### config.mk
export PLATFORM = sky130hd
export DESIGN_NAME = lfsr_stream_cipher_8
export DESIGN_NICKNAME = d
export VERILOG_FILES = /design/src/rtl/lfsr_stream_cipher_8.sv
export SDC_FILE = /design/constraint.sdc
export NUM_CORES = 1
export LEC_CHECK = 0
export BUFFER_PORTS_ARGS = -buffer_cell sky130_fd_sc_hd__buf_4
export CAP_MARGIN = 20
export CELL_PAD_IN_SITES_DETAIL_PLACEMENT = 0
export CELL_PAD_IN_SITES_GLOBAL_PLACEMENT = 1
export CORE_UTILIZATION = 43
export DETAILED_ROUTE_END_ITERATION = 10
export PLACE_DENSITY_LB_ADDON = 0.1
export SKIP_LAST_GASP = 1
export SYNTH_ARGS = -nofsm -noshare
export SYNTH_HDL_FRONTEND = slang
export SYNTH_SLANG_ARGS = --single-unit
### constraint.sdc
create_clock -name clock -period 1.5 [get_ports clock]
set_input_delay 0.075 -clock clock [delete_from_list [all_inputs] [get_ports clock]]
set_output_delay 0.075 -clock clock [all_outputs]
set_load 0.005 [all_outputs]
### src/rtl/lfsr_stream_cipher_8.sv
// Byte-wide stream cipher: eight 16-bit LFSR lanes keyed by a 16-byte shift-in
// load, one lane step per data byte. Encrypt and decrypt are the same operation.
module lfsr_stream_cipher_8 #(
  parameter int COUNT_WIDTH = 16
) (
  input  logic                   clock,
  input  logic                   reset_n,
  input  logic                   clear,
  input  logic [7:0]             key_byte,
  input  logic                   key_valid,
  output logic                   key_ready,
  input  logic [7:0]             in_data,
  input  logic                   in_valid,
  output logic                   in_ready,
  output logic [7:0]             out_data,
  output logic                   out_valid,
  input  logic                   out_ready,
  output logic                   key_loaded,
  output logic [COUNT_WIDTH-1:0] byte_count
);

  localparam int LANES = 8;

  typedef enum logic [1:0] {
    EMPTY,
    LOADING,
    READY
  } state_t;

  state_t                 state;
  logic [3:0]             key_count;
  logic [LANES-1:0][15:0] lanes;
  logic [LANES-1:0][15:0] stepped;
  logic [LANES-1:0][15:0] shifted;
  logic [7:0]             keystream;
  logic                   key_accept;
  logic                   transfer;

  // One Fibonacci step of a single lane: shift left, feedback from bits 14/12/11/10.
  function automatic logic [15:0] lane_step(input logic [15:0] v);
    return {v[14:0], v[14] ^ v[12] ^ v[11] ^ v[10]};
  endfunction

  assign key_ready  = !out_valid && !clear;
  assign in_ready   = (state == READY) && !key_valid && (!out_valid || out_ready);
  assign key_loaded = (state == READY);
  assign key_accept = key_valid && key_ready;
  assign transfer   = in_valid && in_ready;

  always_comb begin
    // NOTE: every variable gets a default before the loop so no path leaves it
    // unassigned; otherwise synthesis would infer a latch to hold the old value.
    stepped   = '0;
    shifted   = '0;
    keystream = '0;
    for (int i = 0; i < LANES; i++) begin
      stepped[i]           = lane_step(lanes[i]);
      keystream[LANES-1-i] = stepped[i][0];
    end
    shifted[0] = {lanes[0][7:0], key_byte};
    for (int i = 1; i < LANES; i++) begin
      shifted[i] = {lanes[i][7:0], lanes[i-1][15:8]};
    end
  end

  // NOTE: state is written with non-blocking assignments so every flop samples
  // pre-edge values, independent of the order the statements appear in.
  always_ff @(posedge clock or negedge reset_n) begin
    if (!reset_n) begin
      // NOTE: the lanes are a packed bank of flops rather than a RAM, so they
      // take the asynchronous reset like any other register.
      lanes      <= '0;
      state      <= EMPTY;
      key_count  <= 4'd0;
      out_data   <= 8'h00;
      out_valid  <= 1'b0;
      byte_count <= '0;
    end else if (clear) begin
      lanes      <= '0;
      state      <= EMPTY;
      key_count  <= 4'd0;
      out_data   <= 8'h00;
      out_valid  <= 1'b0;
      byte_count <= '0;
    end else if (key_accept) begin
      lanes      <= shifted;
      byte_count <= '0;
      case (state)
        LOADING: begin
          key_count <= key_count + 4'd1;
          if (key_count == 4'd15) state <= READY;
        end
        default: begin
          // A key byte in EMPTY or READY starts a fresh 16-byte load.
          key_count <= 4'd1;
          state     <= LOADING;
        end
      endcase
    end else if (transfer) begin
      lanes      <= stepped;
      out_data   <= in_data ^ keystream;
      out_valid  <= 1'b1;
      byte_count <= byte_count + 1'b1;
    end else if (out_ready) begin
      out_valid <= 1'b0;
    end
  end

endmodule

==> flow_metrics.py, run 1 <==
metrics = {
    "status": {
        "status": "finished with violations",
        "violations": "negative setup slack",
    },
    "placement": {
        "placed_area_um2": 8810,
        "placed_cells": 1054,
        "numPortBuffers": 49,
        "hpwlAfterDp_mm": 11.9,
        "dpl_worst_slack_ns": -0.173,
        "gp_congestion": 0.741,
    },
    "worst_setup_path": {
        "path_class": "reg -> reg",
        "startpoint_type": "flip-flop",
        "endpoint_kind": "flip-flop",
        "cp_data_required_time_ns": 1.80,
        "arrival_ns": 2.00,
        "cp_max_fo": 7,
    },
    "min_path": {
        "hold_path_class": "in -> async",
    },
    "clocking": {
        "cts_buffers": 17,
        "cts_num_sinks": 158,
        "max-clock-path-buffers": 2,
        "insertion_delay_ns": 0.42,
        "path_clk_slew_ns": 0.06,
        "cts_tree": "yes",
        "htreeDepth": 4,
        "root_buffer": "clkbuf_16",
    },
    "power_and_ir_drop": {
        "leakagePower_nw": 4.22,
        "seq_power_share": 0.458,
        "p_per_area_nw_per_um2": 927,
        "power.switching_mw": 2.11,
        "p_comb_frac": 0.060,
        "p_clk_frac": 0.482,
        "max-vdd-ir-drop_v": 0.000806,
        "p_int_mw": 7.39,
        "p_sw_frac": 0.222,
    },
    "synthesis": {
        "synth_edf_count": 0,
        "yosys_warnings": 0,
        "synthCells": 767,
        "synthMuxAreaShare": 0.151,
        "yosysMostFrequentCell": "dfrtp_1",
        "synth_compound_area_frac": 0.121,
        "synth_common_cells": "dfrtp_1, nand2_1, mux2i_1",
        "synth-simple-area-share": 0.136,
        "synth_top_area_share": 0.514,
        "synthArstFlopShare": 1.00,
        "synth_fa_ha_area_frac": 0.00325,
        "ys_ff_latch": 158,
        "synthXorXnorAreaFrac": 0.0342,
        "netlist_area_um2": 7690,
        "synth_top_cell_by_area": "dfrtp_1",
        "synth_top_family_by_area": "multiplexers",
        "ys_seq_area_frac": 0.514,
        "synthDistinctLibCells": 44,
        "ys.flop_type": "dfrtp_1",
        "synth_fp_nets": 791,
        "ys_top_cells_by_area": "dfrtp_1, mux2i_1, nand2_1",
        "post_synth.cell_area_avg_um2": 10.0,
    },
    "final_layout": {
        "antenna_cells": 0,
        "syn_to_final_growth_pct": 33.3,
        "instances_no_fill": 1124,
        "design_area_um2": 10300,
        "drive_above_1_share": 0.248,
        "fillers": 1483,
        "layout.nets": 911,
    },
    "sta": {
        "rsz0062_at_grt": "yes",
        "period_share": 1.13,
        "fmax_mhz": 589,
        "fin_ws_ns": -0.198,
        "worst_pin_slew_ns": 0.485,
        "clock-skew-final_ns": 0.00908,
        "period_needed_ns": 1.70,
        "hold_viol": 0,
        "slew_headroom": 0.674,
        "timing.hold.ws_ns": 0.209,
        "setup_violations": 142,
        "drv_slew": 0,
    },
    "global_route": {
        "gr-total-overflow": 0,
        "grt_max_degree": 68,
        "grtUsageMet1": 0.299,
        "grt_pass1_vias": 6028,
        "grt_pass1_wl_mm": 31.1,
        "met3_usage": 0.0449,
        "track_usage": 0.218,
        "busiest_layer": "met2",
        "antenna_found_initial": 0,
        "use_met2": 0.349,
    },
    "detailed_routing": {
        "post_drt_wl_per_cell_um": 17.2,
        "finalWirelength_mm": 19.3,
        "drtIter0Drc": 297,
        "vias": 6139,
        "firstDrtPassIters": 4,
        "drtAntennaViolNets": 0,
        "drc": 0,
        "drt-vias-per-instance": 5.46,
    },
    "floorplanning": {
        "chipWidth_um": 136,
        "row_count": 48,
        "coreArea_um2": 17400,
        "fp.dieH_um": 136,
        "initial_core_util": 0.443,
        "dieArea_um2": 18400,
        "io_pins": 50,
    },
    "job": {
        "drv_cap": 0,
    },
}
-- layer usage --
| metal | share of wire | routed length (um) | up-vias |
|---|---|---|---|
| li1 | - | - | 2924 |
| met5 | 0 | 0 | - |
| met1 | 0.48 | 9200 | 3100 |
| met3 | 0.026 | 509 | 13 |
| met2 | 0.49 | 9450 | 102 |
| met4 | 0.0092 | 177 | 0 |
-- cell families (layout without fill, tap and decap cells) --
group           after synthesis  after routing
compound gates              169            169
xor+xnor                     30             30
fa+ha+maj                     2              2
buf+inv                      56            187
flops                       158            158
mux                         116            116
simple gates                236            237
-- cells in the final DEF, fill, tap and decap left out, types with 4 or more instances in the layout --
cell type	synthesis	final
buf_8	0	7
buf_6	8	6
nand3_1	21	15
buf_4	9	93
o21ai_1	60	86
or4_4	2	4
nand2_4	0	4
mux2i_1	116	105
a21oi_1	9	6
xnor2_1	17	16
buf_16	0	6
nand2_1	155	150
o21ai_0	74	46
dlygate4sd3_1	0	18
mux2i_2	0	11
o221ai_2	0	8
xor2_1	13	13
clkbuf_16	0	21
bufinv_16	0	4
dfrtp_1	158	158
a21oi_2	2	5
nand3_2	1	6
nand4_1	5	5
buf_12	0	20
nor2_1	31	30
-- path summary, 6_finish.rpt --
path / from / end / slack [ns] / cells after the start
min reg2reg: key_count[3]$_DFFE_PN0P_ / key_count[3]$_DFFE_PN0P_ / 0.48 / 1
max reg2reg: state[0]$_DFFE_PN0P_ / lanes[81]$_DFFE_PN0P_ / -0.20 / 7
min in group clock: out_ready / out_valid$_DFFE_PN0P_ / 0.21 / 4
max in group asynchronous: reset_n / lanes[44]$_DFFE_PN0P_ / 0.85 / 3
max: state[0]$_DFFE_PN0P_ / lanes[81]$_DFFE_PN0P_ / -0.20 / 7
min: reset_n / out_valid$_DFFE_PN0P_ / 0.21 / 3
-- power groups by stage --
stage                     combinational (mW)  clock [mW]  sequential, mW
after floorplan                        0.216           0            4.42
after global placement                 0.508           0            4.43
after detailed placement               0.518           0            4.43
after CTS                              0.560        4.67            4.36
after global routing                   0.627        4.86            4.36
final                                  0.568        4.58            4.36
-- state kept, by name (all words and copies together), names as in the netlist --
register and flops:
out_data 8, state 2, out_valid 1, byte_count 16, key_count 4, lanes 127
-- through the flow --
stage           util  TNS, ns  total power, mW
2_1_floorplan      -   -11.85             4.64
3_3_place_gp   0.507    -9.07             4.94
3_5_place_dp   0.507   -13.07             4.95
4_1_cts        0.572   -13.65             9.59
5_1_grt        0.591   -25.19             9.84
6_report       0.591   -15.78             9.50
-- worst max-delay path, stage by stage (launching register included) --
cell,delay (ns)
dfrtp_1,0.37
and4bb_2,0.32
and2_4,0.21
buf_12,0.16
buf_12,0.11
buf_12,0.12
mux2i_2,0.20
o21ai_1,0.08
-- area by class of cell --
cell class	count	area [um^2]	share of cell area
Multi-Input combinational cell	554	3670	0.358
Clock inverter	10	161	0.0157
Timing Repair Buffer	154	1720	0.167
Tap cell	225	282	0.0275
Sequential cell	158	3950	0.386
Clock buffer	21	460	0.0449
Inverter	2	7.51	0.000732
-- repair_timing --
item / CTS / global route
endpoints found under the setup margin: 141 / 152
hold endpoints to repair: 175 / 1
buffers inserted: 10 / 3
gates cloned: 4 / 6
hold buffers: 17 / 1
resized for setup: 33 / 71
pin swaps: 7 / 22
Note: power is estimated with default switching activity, not from simulation.
==> inputs of run 2 (changes only) <==
- ABC_AREA: default -> 1
- CORE_UTILIZATION: 43 -> 41
- REMOVE_ABC_BUFFERS: default -> 1
==> flow_metrics.py, run 2 <==
metrics = {
    "status": {
        "status": "finished with violations",
        "violations": "design-rule violations, negative setup slack",
    },
    "synthesis": {
        "synthMuxAreaShare": 0,
        "synth_top_area_share": 0.517,
        "synthCells": 926,
        "ys_seq_area_frac": 0.517,
        "ys_ff_latch": 158,
        "synthXorXnorAreaFrac": 0.0195,
        "synthArstFlopShare": 1.00,
        "yosys_warnings": 0,
        "synth_common_cells": "nand2_1, dfrtp_1, inv_1",
        "ys_top_cells_by_area": "dfrtp_1, nand2_1, inv_1",
        "synth_compound_area_frac": 0.151,
        "synth_top_family_by_area": "simple AND/OR/NAND/NOR gates",
        "ys.flop_type": "dfrtp_1",
        "netlist_area_um2": 7650,
        "post_synth.cell_area_avg_um2": 8.26,
        "synth_edf_count": 0,
        "synth_top_cell_by_area": "dfrtp_1",
        "yosysMostFrequentCell": "nand2_1",
        "synthDistinctLibCells": 38,
        "synth-simple-area-share": 0.220,
        "synth_fa_ha_area_frac": 0.00327,
    },
    "detailed_routing": {
        "firstDrtPassIters": 8,
        "drt-vias-per-instance": 5.20,
        "drc": 15,
        "post_drt_wl_per_cell_um": 15.9,
        "drtIter0Drc": 439,
        "drtAntennaViolNets": 0,
        "vias": 6673,
        "finalWirelength_mm": 20.5,
    },
    "global_route": {
        "antenna_found_initial": 0,
        "grt_pass1_vias": 6471,
        "grt_max_degree": 86,
        "track_usage": 0.211,
        "use_met2": 0.342,
        "met3_usage": 0.0383,
        "gr-total-overflow": 0,
        "grtUsageMet1": 0.291,
        "grt_pass1_wl_mm": 32.5,
        "busiest_layer": "met2",
    },
    "worst_setup_path": {
        "crit_end": "byte_count[5]$_DFFE_PN0P_",
        "cp_num_buf_inv": 2,
        "cp_max_fo": 25,
        "slowest_delay_ns": 0.44,
        "cp_data_required_time_ns": 1.85,
        "rrSetupSlack_ns": -0.05,
        "worstPathCellList": "nor2_4 -> nand2_4 -> inv_6 -> nor2_8 -> nand2_8 -> buf_12 -> nand4_1 -> a21oi_2",
        "endpoint_kind": "flip-flop",
        "r2r_start": "out_valid$_DFFE_PN0P_",
        "ff2ff_path_depth": 8,
        "path_class": "reg -> reg",
        "slowest_stage": "dfrtp_1",
        "startpoint_type": "flip-flop",
        "critical_path_depth": 8,
        "crit_family": "simple AND/OR/NAND/NOR gates",
        "crit_start": "out_valid$_DFFE_PN0P_",
        "timing.rr.end": "byte_count[5]$_DFFE_PN0P_",
        "arrival_ns": 1.90,
    },
    "sta": {
        "clock-skew-final_ns": 0.0127,
        "drv_slew": 0,
        "fin_ws_ns": -0.0540,
        "worst_pin_slew_ns": 0.502,
        "slew_headroom": 0.665,
        "fmax_mhz": 644,
        "setup_violations": 69,
        "rsz0062_at_grt": "yes",
        "timing.hold.ws_ns": 0.00680,
        "period_needed_ns": 1.55,
        "period_share": 1.04,
        "hold_viol": 0,
    },
    "clocking": {
        "max-clock-path-buffers": 2,
        "cts_buffers": 17,
        "htreeDepth": 4,
        "cts_num_sinks": 158,
        "cts_tree": "yes",
        "path_clk_slew_ns": 0.07,
        "root_buffer": "clkbuf_16",
        "insertion_delay_ns": 0.43,
    },
    "min_path": {
        "hold_path_class": "in -> reg",
    },
    "power_and_ir_drop": {
        "p_per_area_nw_per_um2": 1020,
        "p_sw_frac": 0.262,
        "leakagePower_nw": 4.59,
        "seq_power_share": 0.429,
        "p_clk_frac": 0.417,
        "p_int_mw": 7.69,
        "power.switching_mw": 2.74,
        "max-vdd-ir-drop_v": 0.000824,
        "p_comb_frac": 0.155,
    },
    "placement": {
        "numPortBuffers": 49,
        "gp_congestion": 0.812,
        "placed_cells": 1210,
        "placed_area_um2": 8720,
        "hpwlAfterDp_mm": 12.5,
    },
    "final_layout": {
        "antenna_cells": 0,
        "reg_top3": "lanes x127, byte_count x16, out_data x8",
        "instances_no_fill": 1283,
        "top_register": "lanes",
        "layout_commonest_cell": "nand2_1",
        "layout_common_cells": "nand2_1, dfrtp_1, inv_1",
        "design_area_um2": 10200,
        "largest_register_ff_count": 127,
        "layout.nets": 1066,
        "syn_to_final_growth_pct": 33.3,
        "drive_above_1_share": 0.212,
    },
    "floorplanning": {
        "row_count": 49,
        "initial_core_util": 0.422,
        "coreArea_um2": 18100,
        "fp.dieH_um": 139,
        "io_pins": 50,
        "dieArea_um2": 19200,
        "chipWidth_um": 139,
    },
    "job": {
        "drv_cap": 0,
    },
}
## run 2: changes by cell type in the layout (fill, tap and decap cells not counted), moves of 24 or more
cell      delta
nand2_1    +129
mux2i_1    -105
inv_1      +102
o21ai_1     -46
nand3_1     +37
o22ai_1     +35
o211ai_1    +31
o21ai_0     -24
## run 2: worst register-to-register path, stage by stage, from the launching register on
cell,delay [ns]
dfrtp_1,0.44
nor2_4,0.13
nand2_4,0.09
inv_6,0.09
nor2_8,0.05
nand2_8,0.16
buf_12,0.20
nand4_1,0.15
a21oi_2,0.16
## run 2: worst min path at each step
stage                                      end  startpoint  cells after the start
floorplan            byte_count[0]$_DFFE_PN0P_     reset_n                      0
global placement    byte_count[11]$_DFFE_PN0P_     reset_n                      1
detailed placement  byte_count[11]$_DFFE_PN0P_     reset_n                      1
CTS                    out_data[4]$_DFFE_PN0P_  in_data[4]                      3
global route           out_data[4]$_DFFE_PN0P_  in_data[4]                      3
finish                 out_data[4]$_DFFE_PN0P_  in_data[4]                      3
## run 2: layout make-up
cell class / instances / area, um^2
clock buffer: 22 / 474
clock inverter: 9 / 109
fill: 1672 / 7950
inverter: 108 / 423
multi-input combinational: 609 / 3230
sequential: 158 / 3950
tap: 229 / 287
timing repair buffer: 148 / 1720
## run 2: power by group through the flow
stage          clock (mW)  sequential [mW]  combinational (mW)
6_report             4.35             4.47                1.61
5_1_grt              4.59             4.49                1.77
4_1_cts              4.41             4.47                1.32
3_5_place_dp            0             4.55                1.24
3_3_place_gp            0             4.54                1.23
2_1_floorplan           0             4.53               0.552
## run 2: what timing repair did
| item | in CTS | in global routing |
|---|---|---|
| gates resized for setup | 15 | 78 |
| pin swaps | 5 | 10 |
| setup buffers | 3 | 12 |
| setup endpoints to repair | 105 | 149 |
| endpoints found under the hold margin | 172 | 0 |
| hold buffers | 16 | 0 |
| gates cloned | 0 | 12 |
## run 2: logic make-up after synthesis
family                     after synthesis
AOI/OAI and AO/OA                      185
xor gates and xnor gates                17
adders and majority gates                2
buffers and inverters                  159
DFF                                    158
and+or+nand+nor                        405
## run 2: through the flow
step | utilization | TNS [ns] | setup slack (ns) | total power [mW]
2_1_floorplan | - | -352.42 | -2.95 | 5.09
5_1_grt | 0.562 | -8.57 | -0.107 | 10.8
6_report | 0.562 | -1.25 | -0.0540 | 10.4
3_5_place_dp | 0.480 | -3.12 | -0.0874 | 5.79
3_3_place_gp | 0.480 | -2.57 | -0.0712 | 5.77
4_1_cts | 0.526 | -0.301 | -0.0274 | 10.2
## run 2: routing by layer
| layer | wire [um] | vias up |
|---|---|---|
| met5 | 0 | - |
| met4 | 172 | 0 |
| met3 | 712 | 17 |
| met2 | 9910 | 110 |
| met1 | 9660 | 3261 |
| li1 | - | 3285 |
==> inputs of run 3 (changes only) <==
- CORE_UTILIZATION: 41 -> 49
- CTS_CLUSTER_DIAMETER: default -> 100
- clock period: 1.5 -> 1.91 ns (I/O delays scaled with it)
==> flow_metrics.py, run 3 (synthesis gave the netlist of run 2 again) <==
metrics = {
    "clocking": {
        "path_clk_slew_ns": 0.06,
        "cts_num_sinks": 158,
        "root_buffer": "clkbuf_16",
        "insertion_delay_ns": 0.42,
        "max-clock-path-buffers": 2,
        "htreeDepth": 4,
        "cts_tree": "yes",
        "cts_buffers": 17,
    },
    "worst_setup_path": {
        "ff2ff_path_depth": 8,
        "crit_end": "lanes[0]$_DFFE_PN0P_",
        "crit_family": "buffers and inverters",
        "endpoint_kind": "flip-flop",
        "slowest_delay_ns": 0.40,
        "critical_path_depth": 8,
        "timing.rr.end": "lanes[0]$_DFFE_PN0P_",
        "cp_max_fo": 38,
        "r2r_start": "state[0]$_DFFE_PN0P_",
        "arrival_ns": 2.09,
        "worstPathCellList": "nor2_2 -> nand4_4 -> buf_4 -> nand2_4 -> buf_12 -> buf_12 -> nand3_1 -> o22ai_1",
        "cp_num_buf_inv": 3,
        "rrSetupSlack_ns": 0.14,
        "cp_data_required_time_ns": 2.23,
        "slowest_stage": "dfrtp_1",
        "startpoint_type": "flip-flop",
        "path_common_cell": "buf_12",
        "path_class": "reg -> reg",
        "crit_start": "state[0]$_DFFE_PN0P_",
    },
    "final_layout": {
        "reg_top3": "lanes x127, byte_count x16, out_data x8",
        "final_util": 0.594,
        "layout_common_cells": "nand2_1, dfrtp_1, inv_1",
        "layout_commonest_cell": "nand2_1",
        "largest_register_ff_count": 127,
        "drive_above_1_share": 0.123,
        "layout.nets": 1009,
        "top_register": "lanes",
        "syn_to_final_growth_pct": 18.0,
        "antenna_cells": 0,
    },
    "sta": {
        "period_needed_ns": 1.77,
        "drv_slew": 0,
        "clock-skew-final_ns": 0.0106,
        "fmax_mhz": 565,
        "period_share": 0.926,
        "fin_ws_ns": 0.140,
        "hold_viol": 0,
        "worst_pin_slew_ns": 0.883,
        "slew_headroom": 0.409,
        "setup_violations": 0,
        "rsz0062_at_grt": "no",
    },
    "power_and_ir_drop": {
        "p_comb_frac": 0.116,
        "max-vdd-ir-drop_v": 0.000665,
        "seq_power_share": 0.472,
        "leakagePower_nw": 4.06,
        "p_clk_frac": 0.412,
        "p_int_mw": 5.54,
        "p_sw_frac": 0.256,
        "p_per_area_nw_per_um2": 824,
        "power.switching_mw": 1.90,
    },
    "status": {
        "status": "finished, final reports clean",
    },
    "job": {
        "drv_cap": 0,
    },
    "placement": {
        "numPortBuffers": 49,
        "hpwlAfterDp_mm": 11.5,
        "dpl_worst_slack_ns": 0.114,
        "gp_congestion": 0.849,
    },
    "detailed_routing": {
        "finalWirelength_mm": 17.5,
        "vias": 6322,
        "drt-vias-per-instance": 5.34,
        "drc": 0,
        "post_drt_wl_per_cell_um": 14.8,
        "drtIter0Drc": 394,
        "drtAntennaViolNets": 0,
        "firstDrtPassIters": 5,
    },
    "floorplanning": {
        "chipWidth_um": 127,
        "io_pins": 50,
        "row_count": 45,
        "coreArea_um2": 15200,
        "initial_core_util": 0.503,
        "dieArea_um2": 16100,
        "fp.dieH_um": 127,
    },
    "global_route": {
        "grt_pass1_vias": 6213,
        "gr-total-overflow": 0,
        "grt_max_degree": 83,
        "antenna_found_initial": 0,
        "grt_pass1_wl_mm": 30.7,
        "track_usage": 0.237,
    },
    "min_path": {
        "hold_path_class": "in -> reg",
        "hold_depth": 3,
    },
}
-- run 3: layer usage --
metal	part of all wire	vias up	global-route usage
met5	0	-	0
met2	0.46	109	0.376
met4	0.010	0	0.0553
met3	0.033	12	0.0447
li1	-	3159	-
met1	0.50	3042	0.339
-- run 3: timing repair --
action                                  CTS  global route
endpoints found under the hold margin    58             0
hold buffers                             13             0
resized for setup                         0             1
endpoints found under the setup margin    0            14
buffers inserted                          0             1
-- run 3: stage by stage --
| stage | std cells | instance area, um^2 | total power [mW] | hold WS [ns] | TNS (ns) |
|---|---|---|---|---|---|
| 6_report | 1183 | 9030 | 7.44 | 0.00433 | 0 |
| 5_1_grt | 1183 | 9030 | 7.76 | 0.0108 | 0 |
| 4_1_cts | 1182 | 9000 | 7.50 | 0.000555 | 0 |
| 3_5_place_dp | 1140 | 8350 | 4.42 | 0.0821 | 0 |
| 3_3_place_gp | 1140 | 8350 | 4.40 | 0.0811 | 0 |
| 2_1_floorplan | 875 | 7370 | 3.99 | -0.200 | -288.80 |
-- run 3: power groups by stage --
stage | registers, mW | logic (mW) | clock network [mW]
after floorplan | 3.56 | 0.434 | 0
after global placement | 3.57 | 0.829 | 0
after detailed placement | 3.58 | 0.842 | 0
after CTS | 3.51 | 0.866 | 3.12
after global routing | 3.53 | 0.970 | 3.27
final | 3.51 | 0.862 | 3.07
-- run 3: tightest hold or removal path: stages --
cell	delay [ns]
buf_4	0.12
nand4_4	0.11
a21oi_1	0.06
-- run 3: how the worst min path moves through the flow --
stage,startpoint,to,slack [ns]
2_1_floorplan,reset_n,byte_count[0]$_DFFE_PN0P_,-0.20
5_1_grt,in_valid,out_valid$_DFFE_PN0P_,0.01
3_5_place_dp,reset_n,key_count[3]$_DFFE_PN0P_,0.08
3_3_place_gp,reset_n,state[0]$_DFFE_PN0P_,0.08
4_1_cts,in_valid,out_valid$_DFFE_PN0P_,0.0006
6_report,in_valid,out_valid$_DFFE_PN0P_,0.004
-- run 3: layout make-up --
type                       count  area (um^2)
fill                        1377         6170
tap                          188          235
clock buffer                  24          492
timing repair buffer          91          882
clock inverter                 5         35.0
inverter                     108          409
multi-input combinational    609         3020
sequential                   158         3950
